<file path="src/rtl/piso_serializer_pkg.sv">
// Shared definitions for the parallel-in/serial-out serializer:
// FSM state encoding and the default word width.
package piso_serializer_pkg;

  localparam int DEFAULT_WIDTH = 8;

  typedef enum logic {
    IDLE  = 1'b0,
    SHIFT = 1'b1
  } state_e;

endpackage

</file>
<file path="src/rtl/piso_serializer.sv">
// Parallel-in/serial-out serializer with a valid/ready load port and a
// shift_en-paced serial output that supports back-to-back words.
module piso_serializer
  import piso_serializer_pkg::*;
#(
  parameter int WIDTH     = DEFAULT_WIDTH,
  parameter bit MSB_FIRST = 1'b1
) (
  input  logic             clk,
  input  logic             rst,
  input  logic             load_valid,
  output logic             load_ready,
  input  logic [WIDTH-1:0] din,
  input  logic             shift_en,
  output logic             sout,
  output logic             sout_valid,
  output logic             last,
  output logic             busy
);

  localparam int             CW       = $clog2(WIDTH);
  localparam logic [CW-1:0]  CNT_ZERO = CW'(0);
  localparam logic [CW-1:0]  CNT_ONE  = CW'(1);
  localparam logic [CW-1:0]  CNT_LAST = CW'(WIDTH - 1);

  state_e             state_r;
  state_e             state_s;
  logic [CW-1:0]      cnt_r;
  logic [CW-1:0]      cnt_s;
  logic [WIDTH-1:0]   shreg_r;
  logic [WIDTH-1:0]   shreg_s;
  logic               handshake_s;
  logic               busy_s;
  logic               last_s;
  logic               sout_s;
  logic [CW-1:0]      bit_idx_s;

  // The final bit being consumed frees the block for a new word in the same cycle.
  assign load_ready  = (state_r == IDLE) | (last & shift_en);
  assign handshake_s = load_valid & load_ready;

  // Next-state, next-counter, next-data and the output values they imply.
  always_comb begin
    state_s   = state_r;
    cnt_s     = cnt_r;
    shreg_s   = shreg_r;
    if (handshake_s) begin
      state_s = SHIFT;
      cnt_s   = CNT_ZERO;
      shreg_s = din;
    end else begin
      case (state_r)
        SHIFT: begin
          if (shift_en) begin
            if (cnt_r == CNT_LAST) begin
              state_s = IDLE;
              cnt_s   = CNT_ZERO;
            end else begin
              cnt_s = cnt_r + CNT_ONE;
            end
          end else begin
            cnt_s = cnt_r;
          end
        end
        IDLE: begin
          state_s = IDLE;
        end
        default: begin
          state_s = IDLE;
          cnt_s   = CNT_ZERO;
        end
      endcase
    end

    busy_s    = (state_s == SHIFT);
    last_s    = busy_s & (cnt_s == CNT_LAST);
    bit_idx_s = MSB_FIRST ? (CNT_LAST - cnt_s) : cnt_s;
    if (busy_s) begin
      sout_s = shreg_s[bit_idx_s];
    end else begin
      sout_s = 1'b0;
    end
  end

  // State, datapath and registered outputs; reset dominates any handshake or shift.
  always_ff @(posedge clk) begin
    if (rst) begin
      state_r    <= IDLE;
      cnt_r      <= CNT_ZERO;
      shreg_r    <= {WIDTH{1'b0}};
      sout       <= 1'b0;
      sout_valid <= 1'b0;
      last       <= 1'b0;
      busy       <= 1'b0;
    end else begin
      state_r    <= state_s;
      cnt_r      <= cnt_s;
      shreg_r    <= shreg_s;
      sout       <= sout_s;
      sout_valid <= busy_s;
      last       <= last_s;
      busy       <= busy_s;
    end
  end

endmodule

</file>
<file path="config.mk">
export PLATFORM = sky130hd
export DESIGN_NAME = piso_serializer
export DESIGN_NICKNAME = d
export VERILOG_FILES = /design/src/rtl/piso_serializer_pkg.sv /design/src/rtl/piso_serializer.sv
export SDC_FILE = /design/constraint.sdc
export NUM_CORES = 1
export LEC_CHECK = 0
export ABC_CLOCK_PERIOD_IN_PS = 3700
export CAP_MARGIN = 20
export CORE_UTILIZATION = 44
export DETAILED_ROUTE_END_ITERATION = 16
export DONT_BUFFER_PORTS = 1
export SLEW_MARGIN = 0
export SYNTH_ARGS = -nofsm -noshare
export SYNTH_HDL_FRONTEND = slang
export SYNTH_SLANG_ARGS = --single-unit
</file>
<file path="constraint.sdc">
create_clock -name clk -period 3.7 [get_ports clk]
set_clock_uncertainty 0.1 [all_clocks]
set_input_delay 0.555 -clock clk [delete_from_list [all_inputs] [get_ports clk]]
set_output_delay 0.555 -clock clk [all_outputs]
set_load 0.01 [all_outputs]
</file>
# Word-level counts from Yosys, hierarchy flattened
# Cells that the tools add are included.
# totals
out_inout_bits	5
regBits	14
word_cells	28
in_bits	12
ramBits	0
mem_count	0
mem_bits_ro	0
latch_bits	0
# classes
magnitude_cmp	1
mul	0
n_bitwise	6
n_mux	11
shift	0
div_mod_pow	0
n_eq_ne	2
n_reduce_logical	1
add_sub_neg	2
# ops
operator	n
$mux 3	4
$mux 8	1
$eq 3x3->1 const B	2
$lt 3x4->1 const B	1
$mux 1	4
$add 3x1->3 const B	1
$and 1x1->1	3
$bmux 1 s3	1
$sub 3x3->3 const A	1
$not 1->1	2
$pmux 1 s2	1
$reduce_or 2->1	1
$or 1x1->1	1

# Longest topological paths before layout
# Gate-level depths: netlist of run 1.
# depth
depth_word	8
ltp_mapped	8
ltp_nobuf	8

# Worst setup path after synthesis of run 1
# OpenSTA, ideal clock, no wires.
# synth_timing
path_kind	input to register
from	input shift_en
to	register sout
required_time_ps	3480
setup_time_ps	120
stages	6
n_path_buf	1
arrival_time_ps	1625
setup_slack_ps	1855
path_cell_list	buf_6 and2_4 a32oi_4 o21ba_1 a221oi_2 o31ai_2
# synth_between
elab_chain_len	7
elab_cells_between_ends	15
classes_between	add/sub (1); mux (9); bitwise (4); reduce/logical (1)
# synth_rtl
element	line_no	text
from (decl)	piso_serializer.sv:14	input logic shift_en,
$and 1x1->1	piso_serializer.sv:39	assign load_ready = (state_r == IDLE) | (last & shift_en);
$or 1x1->1	piso_serializer.sv:39	
$and 1x1->1	piso_serializer.sv:40	assign handshake_s = load_valid & load_ready;
$mux 3	piso_serializer.sv:47	if (handshake_s) begin
$sub 3x3->3	piso_serializer.sv:77	bit_idx_s = MSB_FIRST ? (CNT_LAST - cnt_s) : cnt_s;
$bmux 1 s3	piso_serializer.sv:79	sout_s = shreg_s[bit_idx_s];
$mux 1 (not written as such)	piso_serializer.sv:79	
to (signal assigned)	piso_serializer.sv:99	sout <= sout_s;
to (decl)	piso_serializer.sv:15	output logic sout,
# Several ways; a longest one is shown, not always the timed one. The select of a mux whose other input is x is not followed.
# A chain may end at the register's enable or synchronous reset.

# Worst setup path in the final report of run 1
# layout_timing
from	register state_r
to	register sout
# layout_between
elab_chain_len	7
elab_cells_between_ends	13
classes_between	add/sub (1); mux (7); bitwise (4); reduce/logical (1)
# layout_rtl
element	line_no	text
from (decl)	piso_serializer.sv:26	state_e state_r;
from (signal assigned)	piso_serializer.sv:96	state_r <= state_s;
$not 1->1	piso_serializer.sv:39, piso_serializer.sv:52	
$or 1x1->1	piso_serializer.sv:39	
$and 1x1->1	piso_serializer.sv:40	
$mux 3	piso_serializer.sv:47	
$sub 3x3->3	piso_serializer.sv:77	
$bmux 1 s3	piso_serializer.sv:79	
$mux 1 (not written as such)	piso_serializer.sv:79	
# Several ways; a longest one is shown, not always the timed one. The select of a mux whose other input is x is not followed.

==> metrics.csv, run 1 <==
metric,value,unit
setup_viol,0,
synth_edf_count,0,
synth_seq_cells,14,
placedCellCount,109,
vdd_ir_drop_max,0.201,mV
maxCapViolCount,0,
grt_pass1_wl,2680,um
io_buffers,0,
antenna_cells,0,
status,completed,
die_w,45.7,um
post-route-period-util,52.2,%
via_per_inst,5.74,
clk_latency,270,ps
min_to,shreg_r[4]$_SDFF_PP0_,
fmax,0.518,GHz
area_growth,-1.34,%
hold_violations,0,
postCtsSetupBuffers,0,
hp-start,rst,
path_buf_inv,0,
route.detailed.drc,0,
p_leak,0.319,nW
crit_required,3760,ps
syn_inst,91,
p_switching,0.0806,mW
syn-num-nets,105,
startpoint_type,register,
overflow,0,
netlist_area,840,sq um
slowest_delay,650,ps
cts_sinks,14,
cts_hold_buf,0,
htree_levels,1,
clk_path_buf_depth,2,
rows,15,
stdcell_count,112,
cpMaxStageDelayCell,dfxtp_1,
fin_tns_setup,0,ps
final-max-slew-violation-count,0,
place_congestion,0.788,
die_y,45.7,um
grt_max_degree,17,
avgSynthCellArea,9.23,sq um
cts_resized,0,
clkTransAtPathRegs,80,ps
cts_tree,done,
layout_common_cells,"dfxtp_1, nand2_1, nand3_1, a21oi_1, nor2_1",
hpwl,1190,um
p_seq_share,55.3,%
fin_nets,103,
combinationalPowerShare,17.8,%
top_layer,met4,
layout_commonest_cell,dfxtp_1,
wl_met1,727,um
switching_share,26.5,%
r2r-end,sout$_SDFF_PP0_,
seq_area_frac_synth,33.4,%
reg2reg_from,state_r$_SDFF_PP0_,
internal-power,0.223,mW
numCtsBuffers,3,
clockRootBuffer,clkbuf_4,
wl_met3,89,um
async_flop_share,0,%
pwr-share-clk,26.9,%
first_pass_iters,4,
regToRegSetupSlack,1770,ps
antenna_found_initial,0,
postRouteAntennaNets,0,
wl_per_cell,14.5,um
hp-class,in2reg,
holdWs,242,ps
worstPathArrival,2000,ps
grt_pass1_vias,645,
r2r_cells,5,
core,1760,sq um
crit_chain,a21boi_1 -> a22oi_2 -> o221ai_2 -> a221oi_2 -> o31ai_2,
ys_warn_count,0,
slew_headroom,65.7,%
cp_max_fo,11,
period_minus_slack,1930,ps
rsz0062_at_grt,false,
io_pins,17,
dr_total_vias,643,
power_density,367,nW/um^2
start_util,47.6,%
dr_wl_met2,790,um
synthFlopType,dfxtp_1,
endpoint_kind,register,
synth.distinct_cells,41,
criticalPathCategory,reg2reg,
die_area,2090,sq um
drt-initial-drc-count,8,
crit_family,compound AO/OA/AOI/OAI gates,
grtUsageTotal,18.4,%
max_slew.worst_pin.slew,515,ps
drt-total-wl,1620,um
whs_path_depth,1,
final_layout_size_suffix_gt1_share,14.9,%
==> cell type report <==
type,count,area (sq um)
Multi-Input combinational cell,66,479
Fill cell,190,936
Tap cell,25,31.3
Inverter,4,15.0
Clock buffer,3,22.5
Sequential cell,14,280
==> cells by family (layout without fill, tap and decap cells) <==
logic type	count (synthesis)	after routing	synth area share (%)
buf+inv	11	7	9.54
compound gates	25	25	27.1
simple gates	37	37	24.6
flops	14	14	33.4
mux	2	2	2.38
fa+ha+maj	2	2	2.98
==> sequential cells by signal (all words and copies together), names as in the netlist <==
signal,cells
shreg_r,8
last,1
sout,1
cnt_r,3
state_r,1
==> power by group through the flow <==
| stage | logic, mW | clock network (mW) | registers, mW |
|---|---|---|---|
| 2_1_floorplan | 0.0621 | 0 | 0.168 |
| 3_3_place_gp | 0.0541 | 0 | 0.171 |
| 3_5_place_dp | 0.0543 | 0 | 0.171 |
| 4_1_cts | 0.0543 | 0.0854 | 0.168 |
| 5_1_grt | 0.0600 | 0.0913 | 0.169 |
| 6_report | 0.0542 | 0.0817 | 0.168 |
==> per-layer routing <==
metal  up-vias  GRT usage, %
met5         -             0
met4         0          9.70
met3         2          5.95
met2        15          31.1
met1       306          20.2
li1        320             -
==> through the flow <==
step	setup WS, ps	utilization (%)	power, mW	cell area (sq um)
after floorplan	1850	-	0.230	840
after global placement	1780	45.7	0.225	806
after detailed placement	1770	45.7	0.226	806
after CTS	1750	47.0	0.308	828
after global routing	1640	47.0	0.320	828
final	1770	47.0	0.304	828
==> worst max path at each step <==
| stage | start | to | cells past startpoint |
|---|---|---|---|
| after floorplan | shift_en | sout$_SDFF_PP0_ | 6 |
| after global placement | state_r$_SDFF_PP0_ | sout$_SDFF_PP0_ | 5 |
| after detailed placement | state_r$_SDFF_PP0_ | sout$_SDFF_PP0_ | 5 |
| after CTS | state_r$_SDFF_PP0_ | load_ready | 1 |
| after global routing | state_r$_SDFF_PP0_ | sout$_SDFF_PP0_ | 5 |
| final | state_r$_SDFF_PP0_ | sout$_SDFF_PP0_ | 5 |
==> cells in the mapped netlist (2+ instances only) <==
| master | n | share of area (%) |
|---|---|---|
| a21oi_1 | 7 | 4.2 |
| a31oi_1 | 2 | 1.5 |
| a32oi_1 | 2 | 2.1 |
| and2_1 | 2 | 1.5 |
| buf_6 | 3 | 4.0 |
| dfxtp_1 | 14 | 33 |
| ha_1 | 2 | 3.0 |
| inv_1 | 4 | 1.8 |
| mux2i_1 | 2 | 2.4 |
| nand2_1 | 10 | 4.5 |
| nand3_1 | 7 | 4.2 |
| nor2_1 | 7 | 3.1 |
(Power assumes the default switching activity.)
==> run 2, diff against run 1 <==
ABC_CLOCK_PERIOD_IN_PS = 1830   (was 3700)
clock period = 1.83 ns   (was 3.7 ns; I/O delays follow)
==> run 2 against run 1 <==
Cell area increased by 12%. Sequential power increased by 100%. Register-to-register slack got worse by 1700 ps. Non-clock buffer count increased by 8. Sequential share of layout area decreased by 3.5 points. Maximum frequency increased by 9.7%. Final cell count increased by 8.0%. Die area unchanged. Critical path type unchanged.
==> metrics.csv, run 2 (synthesized netlist as in run 1, its figures left out) <==
metric,value,unit,change
status,completed,,
rows,15,,unchanged
endpoint,sout$_SDFF_PP0_,,
area_growth,10.9,%,
antenna_cells,0,,unchanged
setup_viol,0,,unchanged
numCtsBuffers,3,,unchanged
drt-initial-drc-count,28,,+20
place_congestion,0.793,,+0.63%
cpMaxStageDelayCell,dfxtp_2,,
fmax,0.568,GHz,+9.7%
startpoint_type,register,,
route.detailed.drc,0,,unchanged
fin_nets,111,,+7.8%
start_util,47.6,%,unchanged
crit_required,1900,ps,-1860 ps
r2r_cells,7,,+2
die_w,45.7,um,unchanged
overflow,0,,unchanged
slew_headroom,72.5,%,+6.9 points
io_buffers,0,,unchanged
io_pins,17,,unchanged
slowest_delay,330,ps,-320 ps
hp-class,in2reg,,
power_density,736,nW/um^2,+100%
vdd_ir_drop_max,0.592,mV,+190%
layout_common_cells,"dfxtp_1, nand2_1, nand3_1, nor2_1, buf_4",,
via_per_inst,5.45,,-5.1%
hpwl,1180,um,-0.95%
top_register,shreg_r,,
grt_pass1_vias,629,,-2.5%
p_leak,0.363,nW,+14%
antenna_found_initial,0,,unchanged
clkTransAtPathRegs,80,ps,about the same
post-route-period-util,96.2,%,+44 points
fill_cells,173,,-8.9%
final_layout_size_suffix_gt1_share,28.1,%,+13 points
r2r-end,sout$_SDFF_PP0_,,
cp.depth,7,,+2
setup.worst_path.start,cnt_r[0]$_SDFF_PP0_,,
utilization,52.8,%,+5.8 points
layout_commonest_cell,dfxtp_1,,
first_pass_iters,4,,unchanged
stdcell_count,121,,+8.0%
endpoint_kind,register,,
grt_pass1_wl,2610,um,-2.6%
htree_levels,1,,unchanged
crit_family,compound AO/OA/AOI/OAI gates,,
fin_tns_setup,0,ps,unchanged
grt_max_degree,17,,unchanged
hold_violations,0,,unchanged
regToRegSetupSlack,70,ps,-1700 ps
clk_latency,270,ps,about the same
drt-total-wl,1690,um,+3.9%
clockRootBuffer,clkbuf_4,,
worstPathArrival,1830,ps,-170 ps
worst_slack,68.9,ps,-1700 ps
die_area,2090,sq um,unchanged
maxCapViolCount,0,,unchanged
dp_slack,-6.19,ps,-1780 ps
final-max-slew-violation-count,0,,unchanged
reg2reg_from,cnt_r[0]$_SDFF_PP0_,,
max_slew.worst_pin.slew,411,ps,-104 ps
criticalPathCategory,reg2reg,,
crit_chain,ha_2 -> ha_4 -> a211oi_2 -> a22oi_2 -> o21a_1 -> a221oi_2 -> o31ai_2,,
grtUsageTotal,17.4,%,-1.0 points
placedCellCount,115,,+5.5%
cp_max_fo,5,,-6
hp-start,load_valid,,
wl_per_cell,14.0,um,-3.8%
postRouteAntennaNets,0,,unchanged
path_buf_inv,0,,unchanged
dr_total_vias,659,,+2.5%
period_minus_slack,1760,ps,-170 ps
largest_register_ffs,8,,unchanged
cts_sinks,14,,unchanged
clk_path_buf_depth,2,,unchanged
largest_registers,"shreg_r (8), cnt_r (3)",,
core,1760,sq um,unchanged
cts_tree,done,,
die_y,45.7,um,unchanged
## run 2: worst min path at each step
stage	endpoint	slack (ps)	cells after the start
2_1_floorplan	cnt_r[2]$_SDFF_PP0_	250	1
3_3_place_gp	shreg_r[6]$_SDFF_PP0_	250	1
3_5_place_dp	shreg_r[1]$_SDFF_PP0_	250	1
4_1_cts	shreg_r[1]$_SDFF_PP0_	40	2
5_1_grt	shreg_r[2]$_SDFF_PP0_	50	2
6_report	shreg_r[1]$_SDFF_PP0_	40	2
## run 2: layout make-up
cell class                      count  area, sq um  share of cell area [%]
Clock buffer                        4         36.3                    3.90
Sequential cell                    14          283                    30.4
Tap cell                           25         31.3                    3.36
Multi-Input combinational cell     66          503                    54.0
Inverter                            4         15.0                    1.61
Timing Repair Buffer                8         62.6                    6.72
## run 2: what timing repair did
action	4_1_cts	5_1_grt
pin swaps	0	5
hold buffers	1	0
hold endpoints to repair	11	0
resized for setup	1	6
setup buffers	0	1
gates cloned	0	0
setup endpoints to repair	1	1
## run 2: layer usage
metal	part of all wire, %	routed length, um	GRT usage, %	vias to the layer above
met4	0.30	5	8.48	0
met5	0	0	0	-
li1	-	-	-	335
met2	52	879	30.6	14
met3	4.3	72	1.98	2
met1	43	731	20.6	308
## run 2: report_power, final
| group | internal, mW | leakage (nW) | switching [mW] |
|---|---|---|---|
| logic | 0.0672 | 0.227 | 0.0689 |
| clock network | 0.121 | 0.0210 | 0.0920 |
| registers | 0.323 | 0.115 | 0.0136 |
## run 2: stage by stage
| step | hold WS (ps) | cell area [sq um] | power (mW) |
|---|---|---|---|
| after detailed placement | 248 | 851 | 0.466 |
| after CTS | 35.0 | 902 | 0.687 |
| after global routing | 46.2 | 931 | 0.722 |
| after floorplan | 246 | 840 | 0.464 |
| after global placement | 246 | 851 | 0.465 |
| final | 44.4 | 931 | 0.685 |
==> run 3, diff against run 2 <==
MAX_ROUTING_LAYER = met4   (was default)
REMOVE_ABC_BUFFERS = 1   (was default)
==> run 3 against run 2 <==
Register-to-register slack gained 50 ps. Via count is 0.46% higher. Die area is the same. Total power increased by 1.1%. Combinational power about the same. Global-route usage up 0.86 points. Hold slack got worse by 6.2 ps. Sequential share of layout area fell by 0.35 points. Core utilization is 0.85 points higher. Non-clock buffer count is 1 higher.
==> metrics.csv, run 3 (synthesized netlist as in run 1, its figures left out) <==
metric,value,unit,change
status,completed,,
route.detailed.drc,0,,unchanged
first_pass_iters,6,,+2
hp-class,in2reg,,
final_layout_size_suffix_gt1_share,28.9,%,+0.74 points
layout_common_cells,"dfxtp_1, nand2_1, buf_4",,
cp_max_fo,4,,-1
fin_nets,112,,+0.90%
grt_pass1_wl,2570,um,-1.6%
worstPathArrival,1780,ps,-50 ps
largest_registers,"shreg_r (8), cnt_r (3)",,
rsz0062_at_grt,false,,
stdcell_count,122,,+0.83%
endpoint_kind,register,,
setup_viol,0,,unchanged
criticalPathCategory,reg2reg,,
clk_latency,280,ps,about the same
crit_chain,ha_4 -> ha_4 -> a211oi_2 -> a22oi_2 -> buf_4 -> nand2_1 -> a221oi_2 -> o31ai_2,,
io_buffers,0,,unchanged
die_y,45.7,um,unchanged
seqCellArea,284,sq um,+0.44%
placedCellCount,116,,+0.87%
power_density,733,nW/um^2,-0.49%
path_buf_inv,1,,+1
grt_max_degree,17,,unchanged
dr_total_vias,662,,+0.46%
cp_common_cell,ha_4,,
layout_commonest_cell,dfxtp_1,,
via_per_inst,5.43,,-0.37%
grt_pass1_vias,606,,-3.7%
cts_sinks,14,,unchanged
max_slew.worst_pin.slew,414,ps,+3.54 ps
slew_headroom,72.3,%,-0.24 points
cpMaxStageDelayCell,dfxtp_2,,
antenna_cells,0,,unchanged
fin_tns_setup,0,ps,unchanged
vdd_ir_drop_max,0.510,mV,-14%
fill_cells,182,,+5.2%
numCtsBuffers,3,,unchanged
largest_register_ffs,8,,unchanged
drt-initial-drc-count,7,,-75%
p_leak,0.368,nW,+1.2%
rows,15,,unchanged
final-max-slew-violation-count,0,,unchanged
htree_levels,1,,unchanged
startpoint_type,register,,
period_minus_slack,1710,ps,-49.5 ps
p_total,0.693,mW,+1.1%
hold_violations,0,,unchanged
maxCapViolCount,0,,unchanged
multiInputGateArea,509,sq um,+1.2%
wl_per_cell,13.8,um,-1.1%
clk_path_buf_depth,2,,unchanged
core,1760,sq um,unchanged
post-route-period-util,93.5,%,-2.7 points
hpwl,1230,um,+4.2%
area_growth,12.7,%,
crit_required,1900,ps,about the same
place_congestion,0.830,,+4.6%
clkTransAtPathRegs,80,ps,about the same
die_area,2090,sq um,unchanged
cts_tree,done,,
slowest_delay,360,ps,+30 ps
crit_family,compound AO/OA/AOI/OAI gates,,
fmax,0.584,GHz,+2.9%
grtUsageTotal,18.2,%,+0.86 points
drt-total-wl,1680,um,-0.30%
antenna_found_initial,0,,unchanged
postRouteAntennaNets,0,,unchanged
io_pins,17,,unchanged
start_util,47.6,%,unchanged
die_w,45.7,um,unchanged
overflow,0,,unchanged
clockRootBuffer,clkbuf_4,,
top_register,shreg_r,,
[run 3: cell types whose count changed in the layout (fill, tap and decap cells not counted)]
cell	before	now
a21oi_2	1	0
ha_2	1	0
dfxtp_2	2	3
buf_4	7	8
dfxtp_1	12	11
ha_4	1	2
a21oi_1	6	7
[run 3: timing repair]
action,in CTS,in global routing
hold buffers,1,0
endpoints found under the setup margin,0,1
buffers inserted,0,1
endpoints found under the hold margin,11,0
resized for setup,0,8
[run 3: stage by stage]
step | area, sq um | worst slack (ps) | hold WS (ps) | utilization, %
floorplan | 774 | 50.9 | 244 | -
global placement | 858 | 65.1 | 245 | 48.7
detailed placement | 858 | 23.7 | 247 | 48.7
CTS | 905 | 6.82 | 26.7 | 51.3
global route | 946 | 9.54 | 26.3 | 53.6
finish | 946 | 118 | 38.2 | 53.6
[run 3: where the power goes]
part	internal (mW)	switching (mW)
Combinational	0.0702	0.0680
Sequential	0.323	0.0145
Clock	0.121	0.0964
[run 3: area by class of cell]
type / count / area share (%)
Multi-Input combinational cell: 66 / 53.8
Tap cell: 25 / 3.31
Inverter: 4 / 1.59
Timing Repair Buffer: 9 / 7.41
Clock buffer: 4 / 3.84
Sequential cell: 14 / 30.0
[run 3: worst paths after layout]
kind | startpoint | endpoint | slack, ps | depth (start not counted)
worst max-delay path | cnt_r[0]$_SDFF_PP0_ | sout$_SDFF_PP0_ | 120 | 8
worst min-delay path | load_valid | shreg_r[1]$_SDFF_PP0_ | 40 | 2
worst max register to register | cnt_r[0]$_SDFF_PP0_ | sout$_SDFF_PP0_ | 120 | 8
worst min register to register | shreg_r[1]$_SDFF_PP0_ | shreg_r[1]$_SDFF_PP0_ | 350 | 2
[run 3: metal layers]
metal | GRT usage [%] | wire, um
met3 | 1.19 | 102
met5 | - | 0
met2 | 27.7 | 841
met4 | 11.5 | 13
met1 | 23.3 | 725
==> RTL change: new RTL, flow settings as in run 1 <==
Set the package constant `DEFAULT_WIDTH` to 32 (it was 8).
--- a/src/rtl/piso_serializer_pkg.sv
+++ b/src/rtl/piso_serializer_pkg.sv
@@ -4,3 +4,3 @@
 
-  localparam int DEFAULT_WIDTH = 8;
+  localparam int DEFAULT_WIDTH = 32;
 
Ports: changed (resized din); port bits go from 17 to 41. No check against the original RTL was run, so the function may have changed too.
==> RTL change against run 1 <==
- critical path depth is 4 higher
- total power grew to 2.9 times the old value
- sequential cell count is 26 higher
- setup slack worse by 850 ps
- routed wire length grew to 2.6 times the old value
- largest cell class unchanged
- cell area is 150% higher
- global-route usage is 1.4 points higher
- area after synthesis is 130% higher
- clock power grew to 3.5 times the old value
- first-iteration DRC count grew to 9.8 times the old value
==> RTL change: results (changes against run 1) <==
| Metric | Value |
|---|---|
| Max_slew headroom | `52.0% (-14 points)` |
| Library cell occupying the most area in the post-synthesis netlist | `sky130_fd_sc_hd__dfxtp_1` |
| Reg2reg start | `cnt_r[0]` |
| Area contributors post-synth | `sky130_fd_sc_hd__dfxtp_1 42%, sky130_fd_sc_hd__nand2_1 12%, sky130_fd_sc_hd__a21oi_1 8.6%, sky130_fd_sc_hd__mux2i_1 7.8%, sky130_fd_sc_hd__nand3_1 2.3%` |
| Pin count of the biggest net entering global routing | `39 (+22)` |
| Detail Placement HPWL | `2.95 mm (+150%)` |
| Worst setup slack for register-to-register paths | `920 ps (-850 ps)` |
| Library cells used by synthesis | `45 (+9.8%)` |
| Worst path top cell family by delay | `multiplexers` |
| Iteration-0 DRC Markers | `78 (+70)` |
| Total number of H-tree levels | `2 (+1)` |
| Top fanout value on the critical path | `13 (+2)` |
| Worst voltage drop across the vdd grid | `0.000281 V (+39%)` |
| Destination of the worst register-to-register timing path | `sout` |
| Worst Hold Path EP | `cnt_r[4]` |
| Leakage power figure | `0.000818 uW (+160%)` |
| Largest registers ranked by flip-flop count | `shreg_r (32), cnt_r (5)` |
| Number of global-route vias before repair | `1393 (+120%)` |
| Clock latency on the worst-skew pair | `290 ps (+20 ps)` |
| Overall track demand over capacity in global routing | `19.8% (+1.4 points)` |
| Async SR Flop Fraction | `0% (unchanged)` |
| Clock transition at the register clock pins on the worst setup and hold paths after CTS | `80 ps (about the same)` |
| Global-route wire length before repair | `6.70 mm (+150%)` |
| Number of vias per cell after detailed routing | `5.60 (-2.5%)` |
| Gpl congestion | `0.852 (+8.2%)` |
| Antenna diodes | `0 (unchanged)` |
| Portion of the post-synthesis area used by sequential elements | `41.6% (+8.2 points)` |
| Clock root buffer master | `sky130_fd_sc_hd__clkbuf_8` |
| Total number of vias | `1584 (+150%)` |
| Net count after synthesis | `273 (+160%)` |
| Outcome | `finished, final reports clean` |
| Max incr delay on CP | `440 ps (-210 ps)` |
| Instance count of the mapped netlist | `235 (+160%)` |
| Instance count after placement with tap cells included | `275 (+150%)` |
| Detailed-router iteration count before antenna repair | `4 (unchanged)` |
| Total clock buffers created by CTS | `5 (+2)` |
| Total detailed-routing wirelength | `4.24 mm (+160%)` |
| Total number of nets in the final design | `270 (+160%)` |
| Number of cell instances on the worst register-to-register path | `9 (+4)` |
| Ratio of cells with drive above 1 in the final layout | `9.44% (-5.5 points)` |
| Ranking of synthesized cells by instance count | `63 x sky130_fd_sc_hd__nand2_1, 40 x sky130_fd_sc_hd__dfxtp_1, 33 x sky130_fd_sc_hd__a21oi_1, 15 x sky130_fd_sc_hd__mux2i_1, 11 x sky130_fd_sc_hd__nor2_1` |
| Arrival time of data at the critical path endpoint | `2870 ps (+870 ps)` |
[RTL change: changes by cell type after synthesis, sizes merged, moves of 3 or more]
cell	change
nand2	+53
a21oi	+26
dfxtp	+26
mux2i	+14
clkbuf	+6
mux2	+5
nor2	+4
o21ai	+4
o211ai	+3
[RTL change: per-layer routing]
metal  track usage, %  wire length (um)  up-vias
met4             6.25                33        0
met2             30.4              1940       30
met1             26.3              2080      736
li1                 -                 -      813
met5                0                 0        -
met3             6.17               181        5
[RTL change: worst max-delay path by stage]
stage | startpoint | end
after floorplan | cnt_r[0] | sout
after global placement | cnt_r[0] | sout
after detailed placement | cnt_r[0] | sout
after CTS | cnt_r[0] | sout
after global routing | cnt_r[0] | sout
final | cnt_r[0] | sout
[RTL change: cell families after synthesis]
family / share of synthesized area, %
adder cells (fa/ha/maj): 1.30
multiplexers: 11.9
buffers and inverters: 4.48
AO/OA/AOI/OAI: 20.0
flip-flops: 41.6
AND/OR/NAND/NOR: 20.7
[RTL change: cell type report]
class,count,area [um^2]
well taps,50,62.6
clock inverters,1,8.76
repair buffers,5,37.5
inverters,3,11.3
flip-flops and latches,40,801
fillers,423,2050
multi-input cells,177,1040
clock buffers,7,76.3
[RTL change: stage by stage]
step	area, um^2	setup WS [ps]	utilization (%)	hold slack, ps	power (uW)
after floorplan	1930	1220	-	333	582
after global placement	1950	1000	47.7	337	598
after detailed placement	1950	944	47.7	340	600
after CTS	2040	943	49.8	215	882
after global routing	2040	665	49.8	209	917
final	2040	915	49.8	223	873
[RTL change: power by group]
| group | internal [uW] | total (uW) | leakage [uW] | switching [uW] |
|---|---|---|---|---|
| combinational | 50.3 | 121 | 0.000448 | 70.6 |
| sequential | 455 | 468 | 0.000328 | 13.0 |
| clock | 135 | 284 | 0.0000424 | 149 |
[RTL change: worst register-to-register path, cell delays in order, from the launching register on]
cell	delay, ps
sky130_fd_sc_hd__dfxtp_1	440
sky130_fd_sc_hd__ha_1	220
sky130_fd_sc_hd__and3_1	160
sky130_fd_sc_hd__ha_1	250
sky130_fd_sc_hd__nor2_1	110
sky130_fd_sc_hd__mux2i_4	430
sky130_fd_sc_hd__mux2_2	390
sky130_fd_sc_hd__o311ai_0	280
sky130_fd_sc_hd__o21ai_1	140
sky130_fd_sc_hd__a2bb2oi_2	160
